--- config.mk ---
export PLATFORM = sky130hd
export DESIGN_NAME = expr_emitter
export DESIGN_NICKNAME = d
export VERILOG_FILES = /design/src/rtl/expr_pkg.sv /design/src/rtl/expr_lfsr16.sv /design/src/rtl/expr_emitter.sv
export SDC_FILE = /design/constraint.sdc
export NUM_CORES = 1
export LEC_CHECK = 0
export CORE_MARGIN = 10
export CORE_UTILIZATION = 44
export DETAILED_ROUTE_END_ITERATION = 8
export GPL_ROUTABILITY_DRIVEN = 0
export PLACE_DENSITY = 0.75
export SKIP_LAST_GASP = 1
export SLEW_MARGIN = 0
export SYNTH_ARGS = -nofsm -noshare
export SYNTH_HDL_FRONTEND = slang
export SYNTH_HIERARCHICAL = 1
export SYNTH_SLANG_ARGS = --single-unit
--- constraint.sdc ---
create_clock -name clk -period 1.9 [get_ports clk]
set_clock_uncertainty 0.15 [all_clocks]
set_input_delay 0.38 -clock clk [delete_from_list [all_inputs] [get_ports clk]]
set_output_delay 0.38 -clock clk [all_outputs]
set_load 0.02 [all_outputs]
--- src/rtl/expr_pkg.sv ---
// expr_pkg: shared ASCII constants, LFSR taps and FSM state encoding for expr_emitter
package expr_pkg;
  localparam logic [7:0] CH_0    = 8'h30;
  localparam logic [7:0] CH_PLUS = 8'h2B;
  localparam logic [7:0] CH_STAR = 8'h2A;
  localparam logic [7:0] CH_LPAR = 8'h28;
  localparam logic [7:0] CH_RPAR = 8'h29;
  // Feedback taps at bits 15, 13, 12 and 10
  localparam logic [15:0] LFSR_TAPS = 16'hB400;
  typedef enum logic [2:0] {
    S_IDLE   = 3'd0,
    S_TERM   = 3'd1,
    S_OP     = 3'd2,
    S_GDIG   = 3'd3,
    S_GOP    = 3'd4,
    S_GCLOSE = 3'd5
  } state_t;
endpackage

--- src/rtl/expr_lfsr16.sv ---
// expr_lfsr16: 16-bit Fibonacci LFSR with seed load (zero seed replaced by DEFAULT_SEED) and advance enable
module expr_lfsr16
  import expr_pkg::*;
#(
  parameter logic [15:0] DEFAULT_SEED = 16'hACE1
) (
  input  logic        clk,
  input  logic        clr_n,
  input  logic        load,
  input  logic [15:0] load_val,
  input  logic        adv,
  output logic [15:0] state
);
  logic [15:0] lfsr_q, lfsr_d;
  // Load has priority over advance; otherwise hold
  always_comb lfsr_d = load ? ((load_val == 16'd0) ? DEFAULT_SEED : load_val)
                     : adv  ? {lfsr_q[14:0], ^(lfsr_q & LFSR_TAPS)}
                     : lfsr_q;
  // State register
  always_ff @(posedge clk or negedge clr_n)
    if (!clr_n) lfsr_q <= DEFAULT_SEED;
    else lfsr_q <= lfsr_d;
  assign state = lfsr_q;
endmodule

--- src/rtl/expr_emitter.sv ---
// expr_emitter: serial pseudo-random ASCII expression generator over valid/ready; EXPR_GROUP_EN enables parenthesized groups
module expr_emitter
  import expr_pkg::*;
#(
  parameter logic [15:0] DEFAULT_SEED = 16'hACE1
) (
  input  logic        clk,
  input  logic        clr_n,
  input  logic        start,
  input  logic [15:0] seed,
  input  logic [3:0]  term_cnt,
  output logic        out_valid,
  input  logic        out_ready,
  output logic [7:0]  out_char,
  output logic        out_last,
  output logic        busy,
  output logic        done
);
  state_t      state_q, state_d;
  logic [3:0]  terms_left_q, terms_left_d;
  logic [1:0]  inner_left_q, inner_left_d;
  logic        done_q, done_d;
  logic [15:0] lfsr;
  logic        hs, accept, grp;
  logic [3:0]  dv;
  logic [7:0]  dig, op_ch;
  logic        unused_bits;

  assign hs     = out_valid & out_ready;
  assign accept = start & (state_q == S_IDLE);

  expr_lfsr16 #(.DEFAULT_SEED(DEFAULT_SEED)) u_lfsr (
    .clk      (clk),
    .clr_n    (clr_n),
    .load     (accept),
    .load_val (seed),
    .adv      (hs),
    .state    (lfsr)
  );

`ifdef EXPR_GROUP_EN
  assign grp = lfsr[15];
`else
  assign grp = 1'b0;
`endif

  assign dv          = (lfsr[3:0] >= 4'd10) ? lfsr[3:0] - 4'd10 : lfsr[3:0];
  assign dig         = CH_0 + {4'd0, dv};
  assign op_ch       = lfsr[8] ? CH_STAR : CH_PLUS;
  assign unused_bits = ^{lfsr[15:9], lfsr[7:4]};

  // Moore outputs and next-state: each transition out of a non-idle state waits for a handshake
  always_comb begin
    state_d      = state_q;
    terms_left_d = terms_left_q;
    inner_left_d = inner_left_q;
    out_char     = 8'h00;
    out_last     = 1'b0;
    case (state_q)
      S_IDLE: if (accept) begin
        state_d      = S_TERM;
        terms_left_d = (term_cnt == 4'd0) ? 4'd0 : term_cnt - 4'd1;
      end
      S_TERM: begin
        out_char = grp ? CH_LPAR : dig;
        out_last = !grp && terms_left_q == 4'd0;
        if (hs && grp) begin
          inner_left_d = lfsr[14:13];
          state_d      = S_GDIG;
        end else if (hs) state_d = (terms_left_q == 4'd0) ? S_IDLE : S_OP;
      end
      S_OP: begin
        out_char = op_ch;
        if (hs) begin
          terms_left_d = terms_left_q - 4'd1;
          state_d      = S_TERM;
        end
      end
`ifdef EXPR_GROUP_EN
      S_GDIG: begin
        out_char = dig;
        if (hs) state_d = (inner_left_q == 2'd0) ? S_GCLOSE : S_GOP;
      end
      S_GOP: begin
        out_char = op_ch;
        if (hs) begin
          inner_left_d = inner_left_q - 2'd1;
          state_d      = S_GDIG;
        end
      end
      S_GCLOSE: begin
        out_char = CH_RPAR;
        out_last = terms_left_q == 4'd0;
        if (hs) state_d = (terms_left_q == 4'd0) ? S_IDLE : S_OP;
      end
`endif
      default: state_d = S_IDLE;
    endcase
  end

  assign done_d    = hs & out_last;
  assign out_valid = state_q != S_IDLE;
  assign busy      = state_q != S_IDLE;
  assign done      = done_q;

  // FSM, counters and done pulse register
  always_ff @(posedge clk or negedge clr_n)
    if (!clr_n) begin
      state_q      <= S_IDLE;
      terms_left_q <= 4'd0;
      inner_left_q <= 2'd0;
      done_q       <= 1'b0;
    end else begin
      state_q      <= state_d;
      terms_left_q <= terms_left_d;
      inner_left_q <= inner_left_d;
      done_q       <= done_d;
    end
endmodule

==> flow_summary.toml, run 1 <==
[critical_path]
cpPeakStageDelay_ns = 0.43
crit_type = "reg2out"
arrival_ns = 1.47
critPathCaptureType = "primary output"
crit_slowest_cell = "dfrtp_1"
crit_chain = "buf_6 -> ha_4 -> buf_4 -> and2_1 -> buf_6"
crit_path_start_kind = "flop"
path_common_cell = "buf_6"
critPathMaxFanout = 7
crit_required_ns = 1.37

[global_routing]
antenna_found_initial = 0
grt_pass1_vias = 1436
grt_usage_pct = 11.8
grt_overflow = 0
grt_max_degree = 28
grt_most_used_layer = "met2"
use_met3_pct = 3.30
grt_use_met2_pct = 20.7
grt_first_pass_wirelength_microns = 6220
grtUsageMet1_pct = 13.4

[final_layout]
diodes = 0
area_growth_pct = 46.4
fillers = 277
fin_nets = 241
final_cell_mix = "buf_4 (25), clkdlybuf4s50_1 (24), o21ai_0 (19)"
drive_above_1_share_pct = 41.9
final_common_cell = "buf_4"
final_util_pct = 66.2

[power_and_ir_drop]
p_sw_mw = 1.37
power_frac_clock_pct = 6.1
swShare_pct = 39.0
leakagePower_nw = 0.902
intPower_mw = 2.14
seq_power_share_pct = 27.9
power_density_nw_per_um2 = 1600
p_comb_share_pct = 66.0
peakVddDrop_mv = 0.616

[route]
viasPerCell = 5.23
totalWireLength_microns = 3860
drtIter0Drc = 48
final_antenna_net_count = 0
drtPass1Iterations = 4
wl_per_cell_microns = 15.1
dr_total_vias = 1339
drc = 0

[placed_design]
port-buffer-count = 33
pre_cts_ws_ns = -0.284
hpwl_microns = 2940

[synthesis]
ys.flop_type = "dfrtp_1"
synth_area_sq_um = 1500
yosys_register_bits = 23
yosys_warnings = 6
synth_cell_types = 45
synth_edf_count = 0
yosysSeqAreaShare_pct = 39.1
async_reset_ff_share_pct = 100
synth_area_per_cell_sq_um = 9.92
syn_inst = 151

[sta]
final.min_clock_period_ns = 2.00
finalMaxSlewViolations = 0
setup_slack_ns = -0.104
final_hold_viol_count = 0
setup_violations = 5
holdWs_ns = 0.272
fmax_ghz = 0.499
rsz0062_at_grt = "yes"
setup_tns_ns = -0.427
period_share_pct = 105

[clock_network]
clkTransAtPathRegs_ns = 0.11
cts_buffers = 3
numClockSinks = 23
insertion_delay_ns = 0.30
cts_tree = "yes"
htree_levels = 1
clk_path_buf_depth = 2
postCtsHoldBufs = 0
cts_root_buffer = "clkbuf_4"

[worst_hold_path]
hold_class = "in2async"

[floorplanning]
ios = 36
initial_utilization_pct = 45.2
dieHeight_microns = 78.3
die_width_microns = 78.3
rows = 21
core_sq_um = 3310
dieArea_sq_um = 6140

[status]
violations = "negative setup slack"
status = "finished with violations"

[flow_run]
cap_viol_max_count = 0
==> per-stage QoR <==
stage | total power, mW | std cells | instance area, sq um
after detailed placement | 3.02 | 247 | 2040
final | 3.51 | 256 | 2190
after global routing | 3.77 | 256 | 2190
after floorplan | 2.24 | 152 | 1510
after CTS | 3.29 | 252 | 2090
after global placement | 2.93 | 247 | 2040
==> metal layers <==
layer | routed length [microns] | vias to the layer above
met5 | 0 | -
met4 | 47 | 0
met3 | 224 | 6
met2 | 1890 | 39
met1 | 1700 | 640
li1 | - | 654
==> power by group through the flow <==
stage	clock [mW]	sequential (mW)	combinational [mW]
after detailed placement	0	0.965	2.05
after CTS	0.230	0.963	2.10
after floorplan	0	0.934	1.30
final	0.213	0.981	2.32
after global placement	0	0.944	1.98
after global routing	0.252	1.01	2.51
==> critical path, delay by kind of cell (launching register included) <==
kind                       cells  cell delay (ns)
adders and majority gates      1             0.17
buffers and inverters          3             0.42
DFF                            1             0.43
and+or+nand+nor                1             0.15
==> registers in the layout (all words and copies together) (netlist names) <==
signal / count
u_lfsr/state: 16
terms_left_q: 4
state_q: 2
done: 1
==> Yosys cell counts (all sizes together), types with 4 or more instances <==
library cell | count | area share [%]
dfrtp | 15 | 25
ha | 6 | 5.0
o21ai | 20 | 6.7
nor4 | 4 | 1.7
inv | 8 | 2.0
nor3 | 5 | 1.7
nand2 | 13 | 3.3
mux2i | 10 | 7.5
dfstp | 8 | 14
a21oi | 4 | 1.3
o22a | 8 | 5.3
nor2 | 5 | 1.3
buf | 7 | 3.9
mux2 | 7 | 5.5
==> area by class of cell <==
| cell class | instances | area [sq um] | share of cell area, % |
|---|---|---|---|
| Clock buffer | 4 | 26.3 | 1.20 |
| Inverter | 8 | 30.0 | 1.37 |
| Multi-Input combinational cell | 111 | 891 | 40.6 |
| Sequential cell | 23 | 586 | 26.7 |
| Tap cell | 46 | 57.6 | 2.63 |
| Timing Repair Buffer | 64 | 602 | 27.5 |
==> logic make-up (layout without fill, tap and decap cells) <==
family	after synthesis	in the layout	share of synthesized area, %
fa+ha+maj	6	6	5.01
other cells	1	2	0.250
mux	17	17	13.0
xor+xnor	3	3	1.75
flops	23	23	39.1
simple gates	41	41	15.2
buf+inv	18	76	7.35
compound gates	42	42	18.3
==> timing repair <==
| item | 4_1_cts | 5_1_grt |
|---|---|---|
| resized for setup | 45 | 27 |
| setup endpoints to repair | 10 | 12 |
| buffers inserted | 1 | 5 |
| pin swaps | 2 | 10 |
==> path summary, 6_finish.rpt <==
path	startpoint	to	slack [ns]	cells past startpoint
max reg2reg	state_q[1]	terms_left_q[3]	0.01	8
max	state_q[0]	out_last	-0.10	5
min	clr_n	done	0.27	2
max in group asynchronous	clr_n	u_lfsr/state[5]	1.05	2
min in group clk	state_q[1]	state_q[1]	0.44	2
min reg2reg	state_q[1]	state_q[1]	0.44	2
Note: power is estimated with default switching activity, not from simulation.
==> run 2, diff against run 1 <==
--- a/config.mk
+++ b/config.mk
@@ -11,7 +11,6 @@
 export GPL_ROUTABILITY_DRIVEN = 0
 export PLACE_DENSITY = 0.75
 export SKIP_LAST_GASP = 1
-export SLEW_MARGIN = 0
 export SYNTH_ARGS = -nofsm -noshare
 export SYNTH_HDL_FRONTEND = slang
 export SYNTH_HIERARCHICAL = 1
==> results of run 2 <==
The final DEF is identical to that of run 1; final timing and power are the same.
==> run 3, diff against run 2 <==
--- a/config.mk
+++ b/config.mk
@@ -5,11 +5,12 @@
 export SDC_FILE = /design/constraint.sdc
 export NUM_CORES = 1
 export LEC_CHECK = 0
+export CORE_ASPECT_RATIO = 1.4
 export CORE_MARGIN = 10
 export CORE_UTILIZATION = 44
 export DETAILED_ROUTE_END_ITERATION = 8
 export GPL_ROUTABILITY_DRIVEN = 0
-export PLACE_DENSITY = 0.75
+export PLACE_DENSITY = 0.83
 export SKIP_LAST_GASP = 1
 export SYNTH_ARGS = -nofsm -noshare
 export SYNTH_HDL_FRONTEND = slang
==> run 3 against run 2 <==
Against the previous run: the flow still finishes with violations (negative setup slack); cell area increased by 2.5%; register-to-register slack improved by 0.06 ns; highest routed layer unchanged; combinational power increased by 2%; worst hold slack improved by 0.059 ns.
==> flow_summary.toml, run 3 (synthesis gave the netlist of run 1 again) <==
[critical_path]
crit_slowest_cell = "dfrtp_1"
crit_buf_inv = 2
crit_path_start_kind = "flop"
crit_type = "reg2out"
critPathMaxFanout = 3
cpPeakStageDelay_ns = 0.40
critPathTopFamily = "flip-flops"
crit_chain = "inv_2 -> ha_4 -> nand2_2 -> a211oi_2 -> buf_4"
critPathLaunch = "state_q[1]"
arrival_ns = 1.43
critPathCaptureType = "primary output"
rrSetupSlack_ns = 0.07
r2r-start = "state_q[1]"
crit_required_ns = 1.37

[sta]
fmax_ghz = 0.510
rsz0062_at_grt = "yes"
setup_violations = 5
final_hold_viol_count = 0
period_share_pct = 103
finalMaxSlewViolations = 0
final.min_clock_period_ns = 1.96
holdWs_ns = 0.331
setup_slack_ns = -0.0627

[power_and_ir_drop]
power_density_nw_per_um2 = 1620
peakVddDrop_mv = 1.01
leakagePower_nw = 0.947
p_total_mw = 3.65

[floorplanning]
initial_utilization_pct = 45.2
die_width_microns = 69.3
dieHeight_microns = 89.0
core_sq_um = 3320
rows = 25
ios = 36
dieArea_sq_um = 6170

[clock_network]
cts_tree = "yes"
insertion_delay_ns = 0.27
numClockSinks = 23
cts_root_buffer = "clkbuf_8"
clkTransAtPathRegs_ns = 0.08
cts_buffers = 3
clk_path_buf_depth = 2
htree_levels = 1

[final_layout]
fin_nets = 248
final_cell_mix = "buf_4 (34), clkdlybuf4s50_1 (24), o21ai_0 (19)"
largest_reg_flops = 16
final_cells = 257
final_area_sq_um = 2250
drive_above_1_share_pct = 42.4
area_growth_pct = 50.0
final_util_pct = 67.8
diodes = 0
final_common_cell = "buf_4"

[global_routing]
grt_max_degree = 28
grt_pass1_vias = 1453
grt_first_pass_wirelength_microns = 6520
grt_usage_pct = 12.5
grt_overflow = 0
antenna_found_initial = 0

[route]
wl_per_cell_microns = 15.5
totalWireLength_microns = 3980
drtPass1Iterations = 4
final_antenna_net_count = 0
dr_total_vias = 1380
drtIter0Drc = 45
viasPerCell = 5.37
drc = 0

[worst_hold_path]
hold_class = "in2async"

[placed_design]
hpwl_microns = 3040
dpl.cell_count = 244
port-buffer-count = 33
dpl_cell_area_sq_um = 2060

[status]
status = "finished with violations"
violations = "negative setup slack"

[flow_run]
cap_viol_max_count = 0
[run 3: cell count changes in the layout (fill, tap and decap cells not counted), sizes merged]
cell           change
buf                +7
clkbuf             -2
clkdlybuf4s15      +2
[run 3: worst paths after layout]
check,end,cells past startpoint
min reg2reg,state_q[1],2
max,out_char[2],5
min in group clk,state_q[1],2
max in group asynchronous,u_lfsr/state[5],2
max reg2reg,terms_left_q[3],7
min,terms_left_q[0],2
[run 3: final cells by class]
class / instances / area (sq um)
fillers: 249 / 1070
repair buffers: 71 / 644
clock buffers: 4 / 45.0
flip-flops and latches: 23 / 586
multi-input cells: 111 / 890
inverters: 8 / 32.5
well taps: 40 / 50.0
[run 3: report_power, final]
group / internal (mW) / switching (mW)
Clock: 0.150 / 0.154
Combinational: 1.31 / 1.05
Sequential: 0.792 / 0.193
Total: 2.25 / 1.40
[run 3: repair_timing]
| item | in CTS | in global routing |
|---|---|---|
| buffers inserted | 4 | 5 |
| hold buffers | 0 | 0 |
| gates resized for setup | 50 | 13 |
| setup endpoints to repair | 9 | 14 |
| pin swaps | 3 | 3 |
[run 3: worst register-to-register path: stages (launching register included)]
cell and delay, ns:
dfrtp_1 0.42, buf_4 0.15, ha_4 0.17, inv_4 0.07, buf_6 0.11, mux2i_4 0.30
o21ba_1 0.19, o22a_1 0.16
[run 3: routing by layer]
metal  share of wire, %  global-route usage [%]
met1                 40                    13.0
met2                 53                    23.4
met3                5.0                    2.89
met4                1.9                    6.06
met5                  0                       0
[run 3: metrics by stage]
| stage | setup TNS (ns) | setup WS, ns |
|---|---|---|
| finish | -0.224 | -0.0627 |
| global route | -0.579 | -0.133 |
| CTS | -0.169 | -0.0478 |
| detailed placement | -2.17 | -0.363 |
| global placement | -1.59 | -0.242 |
| floorplan | -0.0636 | -0.0636 |
